`src/rtl/vga_timing_gen.sv`:
```
`default_nettype none
// +----------------------------------------------------------------------------+
// | Module   : vga_timing_gen                                                  |
// | Brief    : VGA raster timing generator with h/v counters, sync/de decode,  |
// |            pixel coordinates, line/frame pulses and a frame counter.       |
// | Revision : 1.0  initial release                                            |
// +----------------------------------------------------------------------------+
module vga_timing_gen #(
   parameter int H_ACTIVE = 640,
   parameter int H_FP     = 16,
   parameter int H_SYNC   = 96,
   parameter int H_BP     = 48,
   parameter int V_ACTIVE = 480,
   parameter int V_FP     = 10,
   parameter int V_SYNC   = 2,
   parameter int V_BP     = 29,
   parameter bit H_POL    = 1'b0,
   parameter bit V_POL    = 1'b0,
   parameter int CW       = 10,
   parameter int FW       = 8
) (
   input  logic          clk,
   input  logic          reset,
   input  logic          pix_ce,
   output logic          h_sync,
   output logic          v_sync,
   output logic          de,
   output logic [CW-1:0] x,
   output logic [CW-1:0] y,
   output logic          pix_valid,
   output logic          line_end,
   output logic          frame_start,
   output logic [FW-1:0] frame_count
);

   localparam int H_TOTAL = H_ACTIVE + H_FP + H_SYNC + H_BP;
   localparam int V_TOTAL = V_ACTIVE + V_FP + V_SYNC + V_BP;

   localparam logic [CW-1:0] c_h_act    = CW'(H_ACTIVE);
   localparam logic [CW-1:0] c_h_sync_s = CW'(H_ACTIVE + H_FP);
   localparam logic [CW-1:0] c_h_sync_e = CW'(H_ACTIVE + H_FP + H_SYNC);
   localparam logic [CW-1:0] c_h_last   = CW'(H_TOTAL - 1);
   localparam logic [CW-1:0] c_v_act    = CW'(V_ACTIVE);
   localparam logic [CW-1:0] c_v_sync_s = CW'(V_ACTIVE + V_FP);
   localparam logic [CW-1:0] c_v_sync_e = CW'(V_ACTIVE + V_FP + V_SYNC);
   localparam logic [CW-1:0] c_v_last   = CW'(V_TOTAL - 1);

   logic [CW-1:0] r_h_cnt;
   logic [CW-1:0] r_v_cnt;
   logic [FW-1:0] r_frame_cnt;

   logic          r_h_sync;
   logic          r_v_sync;
   logic          r_de;
   logic [CW-1:0] r_x;
   logic [CW-1:0] r_y;
   logic          r_pix_valid;
   logic          r_line_end;
   logic          r_frame_start;
   logic [FW-1:0] r_frame_count;

   logic w_de;
   logic w_hs_act;
   logic w_vs_act;
   logic w_h_wrap;
   logic w_v_wrap;
   logic w_frame_start;

   assign w_de          = (r_h_cnt < c_h_act) && (r_v_cnt < c_v_act);
   assign w_hs_act      = (r_h_cnt >= c_h_sync_s) && (r_h_cnt < c_h_sync_e);
   assign w_vs_act      = (r_v_cnt >= c_v_sync_s) && (r_v_cnt < c_v_sync_e);
   assign w_h_wrap      = (r_h_cnt == c_h_last);
   assign w_v_wrap      = (r_v_cnt == c_v_last);
   assign w_frame_start = (r_h_cnt == '0) && (r_v_cnt == '0);

   // Frame counter runs one pixel ahead of its output copy so the visible
   // count changes together with frame_start rather than on the last pixel.
   always_ff @(posedge clk) begin
      if (reset) begin
         r_h_cnt       <= '0;
         r_v_cnt       <= '0;
         r_frame_cnt   <= '0;
         r_h_sync      <= ~H_POL;
         r_v_sync      <= ~V_POL;
         r_de          <= 1'b0;
         r_x           <= '0;
         r_y           <= '0;
         r_pix_valid   <= 1'b0;
         r_line_end    <= 1'b0;
         r_frame_start <= 1'b0;
         r_frame_count <= '0;
      end else begin
         r_pix_valid   <= pix_ce;
         r_line_end    <= pix_ce & w_h_wrap;
         r_frame_start <= pix_ce & w_frame_start;
         if (pix_ce) begin
            r_h_sync      <= w_hs_act ? H_POL : ~H_POL;
            r_v_sync      <= w_vs_act ? V_POL : ~V_POL;
            r_de          <= w_de;
            r_x           <= r_h_cnt;
            r_y           <= r_v_cnt;
            r_frame_count <= r_frame_cnt;
            if (w_h_wrap) begin
               r_h_cnt <= '0;
               if (w_v_wrap) begin
                  r_v_cnt     <= '0;
                  r_frame_cnt <= r_frame_cnt + 1'b1;
               end else begin
                  r_v_cnt <= r_v_cnt + 1'b1;
               end
            end else begin
               r_h_cnt <= r_h_cnt + 1'b1;
            end
         end
      end
   end

   assign h_sync      = r_h_sync;
   assign v_sync      = r_v_sync;
   assign de          = r_de;
   assign x           = r_x;
   assign y           = r_y;
   assign pix_valid   = r_pix_valid;
   assign line_end    = r_line_end;
   assign frame_start = r_frame_start;
   assign frame_count = r_frame_count;

endmodule
`default_nettype wire
```
`config.mk`:
```
export PLATFORM = sky130hd
export DESIGN_NAME = vga_timing_gen
export DESIGN_NICKNAME = d
export VERILOG_FILES = /design/src/rtl/vga_timing_gen.sv
export SDC_FILE = /design/constraint.sdc
export NUM_CORES = 1
export LEC_CHECK = 0
export ABC_CLOCK_PERIOD_IN_PS = 1940
export BUFFER_PORTS_ARGS = -buffer_cell sky130_fd_sc_hd__buf_2
export CORE_MARGIN = 4
export CORE_UTILIZATION = 35
export CTS_BUF_LIST = sky130_fd_sc_hd__clkbuf_2 sky130_fd_sc_hd__clkbuf_4 sky130_fd_sc_hd__clkbuf_8
export CTS_CLUSTER_DIAMETER = 60
export DETAILED_ROUTE_END_ITERATION = 7
export HOLD_SLACK_MARGIN = 0.15
export PLACE_DENSITY = 0.54
export REMOVE_ABC_BUFFERS = 1
export SYNTH_ARGS = -nofsm -noshare
export SYNTH_HDL_FRONTEND = slang
export SYNTH_SLANG_ARGS = --single-unit
```
`constraint.sdc`:
```
create_clock -name clk -period 1.94 [get_ports clk]
set_input_delay 0.388 -clock clk [delete_from_list [all_inputs] [get_ports clk]]
set_output_delay 0.388 -clock clk [all_outputs]
set_load 0.005 [all_outputs]
```
# ---- Yosys cells after proc, flatten, opt, wreduce, memory -nomap -nowiden
# Index checks and enable logic that the tools add are counted.
# W data, S select, Z words.
dict set report op_classes {
  n_addsub 3
  reduce_logical 8
  mux 4
  n_bitwise 2
  n_eq_ne 2
  n_lt_le_gt_ge 6
}
# op count
set ops {}
lappend ops {{$add A10 B1 Y10 const B} 2}
lappend ops {{$eq A10 B10 Y1 const B} 2}
lappend ops {{$logic_not A10 Y1} 2}
lappend ops {{$lt A10 B10 Y1 const B} 2}
lappend ops {{$lt A10 B9 Y1 const B} 2}
lappend ops {{$mux W10} 2}
lappend ops {{$ge A10 B10 Y1 const B} 1}
lappend ops {{$ge A10 B9 Y1 const B} 1}
lappend ops {{$add A8 B1 Y8 const B} 1}
lappend ops {{$logic_and A1 B1 Y1} 4}
lappend ops {{$reduce_and A3 Y1} 1}
lappend ops {{$and A1 B1 Y1} 2}
lappend ops {{$mux W1} 2}
lappend ops {{$reduce_and A2 Y1} 1}
dict set report totals {
  ff_bits 62
  input_bits 3
  output_inout_bits 34
  elab_cells 37
}

# ---- Logic depth before layout (Yosys ltp)
dict set report logic_depth {
  depth_word 3
  ltp_mapped 7
  depth_no_buf 6
}

# ---- Worst setup path after synthesis
# No wires, ideal clock.
dict set report synth_timing {
  path_kind {reg2reg}
  startpoint {register r_h_cnt[0]}
  endpoint {register r_v_cnt[9]}
  setup_slack_ps -208
  n_path_buf 1
  setup_ps 70
  arrival_ps 2078
  required_ps 1870
  synth_period_minus_slack_ps 2148
  stages_incl_launch_ff 7
  cell_sequence {dfxtp_1 > ha_1 > nand4_2 > or4_1 > buf_2 > or4_1 > a21oi_1}
}
dict set report synth_between {
  elab_chain_len 2
}
# element line
set synth_rtl {}
lappend synth_rtl {{start: declaration} 48} ;# logic [CW-1:0] r_h_cnt;
lappend synth_rtl {{start signal: assignment} 112} ;# r_h_cnt <= r_h_cnt + 1'b1;
lappend synth_rtl {{$eq A10 B10 Y1} 72} ;# assign w_h_wrap = (r_h_cnt == c_h_last);
lappend synth_rtl {{$reduce_and A2 Y1 (no source line)} --}
lappend synth_rtl {{end signal: assignment} 109} ;# r_v_cnt <= r_v_cnt + 1'b1;
lappend synth_rtl {{end: declaration} 49} ;# logic [CW-1:0] r_v_cnt;
# No other way between the ends.
# A chain may end at the register's enable or synchronous reset.

# ---- Worst setup path in the final report
dict set report layout_timing {
  startpoint {register r_h_cnt[1]}
  endpoint {register r_v_cnt[7]}
}
# Same word-level chain as after synthesis.

==> summary.txt <==
Synth
  – Gate Count Post-Synth: about 290
  – Most frequent cells after synthesis: 62 x dfxtp_1, 43 x nor2_1, 28 x mux2i_1, 18 x a21oi_1, 12 x clkbuf_1
  – Sequential fraction of the synthesis area: 46.93%
  – Main synth FF type: dfxtp_1
  – Post-synth EDFFs: 0
  – Avg Synthesized Cell Area: slightly above 9 µm²
  – Library cells used by synthesis: 37
  – Most frequent cell after synthesis: dfxtp_1
  – Synth area leader: dfxtp_1
  – Post-synth top area share: between 40% and 50%
  – Synthesized area: 0.002645 mm²
  – Async S/R FF share, synth: 0%
  – Flops & latches, synth: 62
  – Largest cells by area after synthesis: dfxtp_1 47%, mux2i_1 11%, nor2_1 6.1%
  – Yosys warning count: 0

Timing
  – Post-Route Skew: roughly 0.0036 ns
  – Final setup fails: 0
  – Post-layout minimum cycle time: approximately 1.9 ns
  – Final hold vios: 0
  – Highest clock rate: a little over 500 MHz
  – Worst slew pin tran: ~0.42 ns
  – Final Cycle Share: between 90% and 100%
  – Final Max Slew Viols: 0
  – Final setup margin: between 0.0005 and 0.0006 ns
  – Slew headroom: ~72%
  – RSZ-0062 raised after global routing: yes

Worst setup path
  – Crit. Startpoint: r_h_cnt[1]
  – Crit path required time: ~2.2 ns
  – Launching point of the worst reg2reg path: r_h_cnt[1]
  – R2R Path End: r_v_cnt[7]
  – Crit path DAT: 2.22 ns
  – CP Capture Type: flip-flop
  – Reg-to-reg setup timing slack: 0.0005 ns
  – CP max FO: 5
  – CP Launch Type: flip-flop
  – Crit path kind: reg2reg
  – Cell count of the worst reg-to-reg path: 5
  – Worst setup endpoint: r_v_cnt[7]

Detailed routing
  – Avg WL per Cell: ~13 µm
  – Met2 WL: 2778 µm
  – Antenna-violating nets left: 0
  – Met3 wire length: between 200 and 250 µm
  – Drt total wl: slightly above 6000 µm
  – Initial DRC Count: roughly 70
  – Wl on met1: 2918 µm
  – Pre-antenna DRT Iters: 4
  – Vias: around 2300
  – Uppermost layer routed: met4
  – Remaining DRCs: 0
  – DR vias/cell: slightly below 5

Power and ir drop
  – Power Total: between 0.002 and 0.003 W
  – Clock power share: a little over 50%
  – Flop pwr share: 45.4%
  – PD cells: approximately 820 mW/mm²
  – VDD IR-drop max: between 300 and 400 µV
  – Psw: 0.0005872 W
  – Leak: 1.457 nW
  – Net Sw Frac: about a fifth
  – Int Power: around 0.0022 W
  – Combinational share of power: ~3.5%

Floorplanning
  – Io pins: 37
  – Die X: roughly 95 µm
  – DIE AREA: between 0.009 and 0.01 mm²
  – # rows: 31
  – Core area: ~0.0073 mm²
  – Initial Utilization: between 30% and 40%
  – Die Height: 94.93 µm

GRT
  – First-pass GRT wire length: ~10000 µm
  – GRT Total Usage: ~15%
  – Gr ovfl total: 0
  – Initial antenna violation count: 0
  – Vias in the first global route: roughly 2100
  – Largest net degree at the start of global routing: 31

Clocking
  – Cts bufs inserted: 9
  – Max clock buf depth: 2
  – Worst-Skew Late Latency: roughly 0.34 ns
  – CTS tree: built
  – Clock root buffer: clkbuf_8
  – Clock transition at path regs: about 0.070 ns
  – Hold_buf cts: 0
  – H-tree depth: 3
  – Clk sink count: between 60 and 70

Status
  – Status: finished clean

Placed design
  – Hpwl dp: 4250 µm
  – Final GP Congestion: 0.7719
  – Pre-CTS setup slack: -0.1724 ns
  – IO buf count: 36

Finish
  – Syn-to-layout area delta: 31.31%
  – Nets@finish: between 300 and 400
  – Fill count: 770
  – Share of layout cells above drive strength 1: ~30%
  – # diodes: 0

Flow run
  – Max Cap Violations: 0

Min path
  – Worst min-delay path class: in2reg
[timing repair]
item                       4_1_cts  5_1_grt
resized for setup                2       12
setup endpoints to repair       13       12
buffers inserted                 0        1
pin swaps                        1        8
cloned                           0        1
[through the flow]
stage	instance area [µm²]	utilization [%]	TNS, ns	instances	hold WS, ns
after floorplan	2560	-	-1.792	268	0.4455
after global placement	3139	43.05	-0.4226	438	0.4535
after detailed placement	3139	43.05	-0.8558	438	0.4610
after CTS	3405	46.69	0	454	0.4294
after global routing	3473	47.63	-0.1325	456	0.4530
final	3473	47.63	0	456	0.4316
[power groups by stage]
stage / Clock, W / Sequential, W / Combinational (W)
2_1_floorplan: 0 / 0.00132 / 0.0000322
3_3_place_gp: 0 / 0.00131 / 0.0000998
3_5_place_dp: 0 / 0.00131 / 0.0000996
4_1_cts: 0.00148 / 0.00128 / 0.000100
5_1_grt: 0.00155 / 0.00129 / 0.000109
6_report: 0.00145 / 0.00129 / 0.0000997
[registers in the layout, summed over array words and instances (netlist names)]
register,flops
r_h_cnt,10
frame_start,1
y,10
pix_valid,1
r_frame_cnt,8
line_end,1
frame_count,8
de,1
x,10
v_sync,1
r_v_cnt,10
h_sync,1
[cell families after synthesis]
logic type / synth area share [%]
simple gates: 23.89
flops: 46.93
compound gates: 8.231
mux: 10.60
buf+inv: 4.352
xor+xnor: 3.642
fa+ha+maj: 2.365
[how the worst min path moves through the flow]
stage | from | to | slack, ns | cells past startpoint
after floorplan | r_frame_cnt[7] | r_frame_cnt[7] | 0.45 | 2
after global routing | reset | frame_count[5] | 0.45 | 2
after CTS | reset | frame_count[5] | 0.43 | 2
after global placement | de | de | 0.45 | 2
final | reset | frame_count[5] | 0.43 | 2
after detailed placement | de | de | 0.46 | 2
[critical path, cell delays in order (launching register included)]
cell and delay (ns):
dfxtp_2 0.36, ha_4 0.15, nand4_4 0.10, or4_4 0.60, or4_1 0.54, a21oi_1 0.13
[final cells by class]
type | count | area [µm²] | share of cell area (%)
multi-input combinational | 199 | 1356 | 39.05
sequential | 62 | 1244 | 35.81
tap | 99 | 123.9 | 3.566
timing repair buffer | 72 | 462.9 | 13.33
clock inverter | 5 | 105.1 | 3.026
clock buffer | 11 | 151.4 | 4.359
inverter | 8 | 30.03 | 0.8646
[layer usage]
| metal | track usage, % | up-vias |
|---|---|---|
| met5 | 0 | - |
| met4 | 8.293 | 0 |
| met1 | 18.51 | 1074 |
| met2 | 22.72 | 38 |
| met3 | 3.187 | 9 |
| li1 | - | 1146 |
[cell usage in the layout (no fill, tap or decap), types with 8 or more instances in the layout]
| master | instances |
|---|---|
| o31ai_1 | 8 |
| or4_1 | 8 |
| nand3_1 | 10 |
| a21oi_1 | 16 |
| buf_2 | 36 |
| inv_1 | 8 |
| nand2_1 | 10 |
| mux2i_1 | 28 |
| dfxtp_1 | 60 |
| buf_4 | 35 |
| nor2_1 | 43 |
| clkbuf_8 | 11 |
Power figures use the tool's default switching activity.
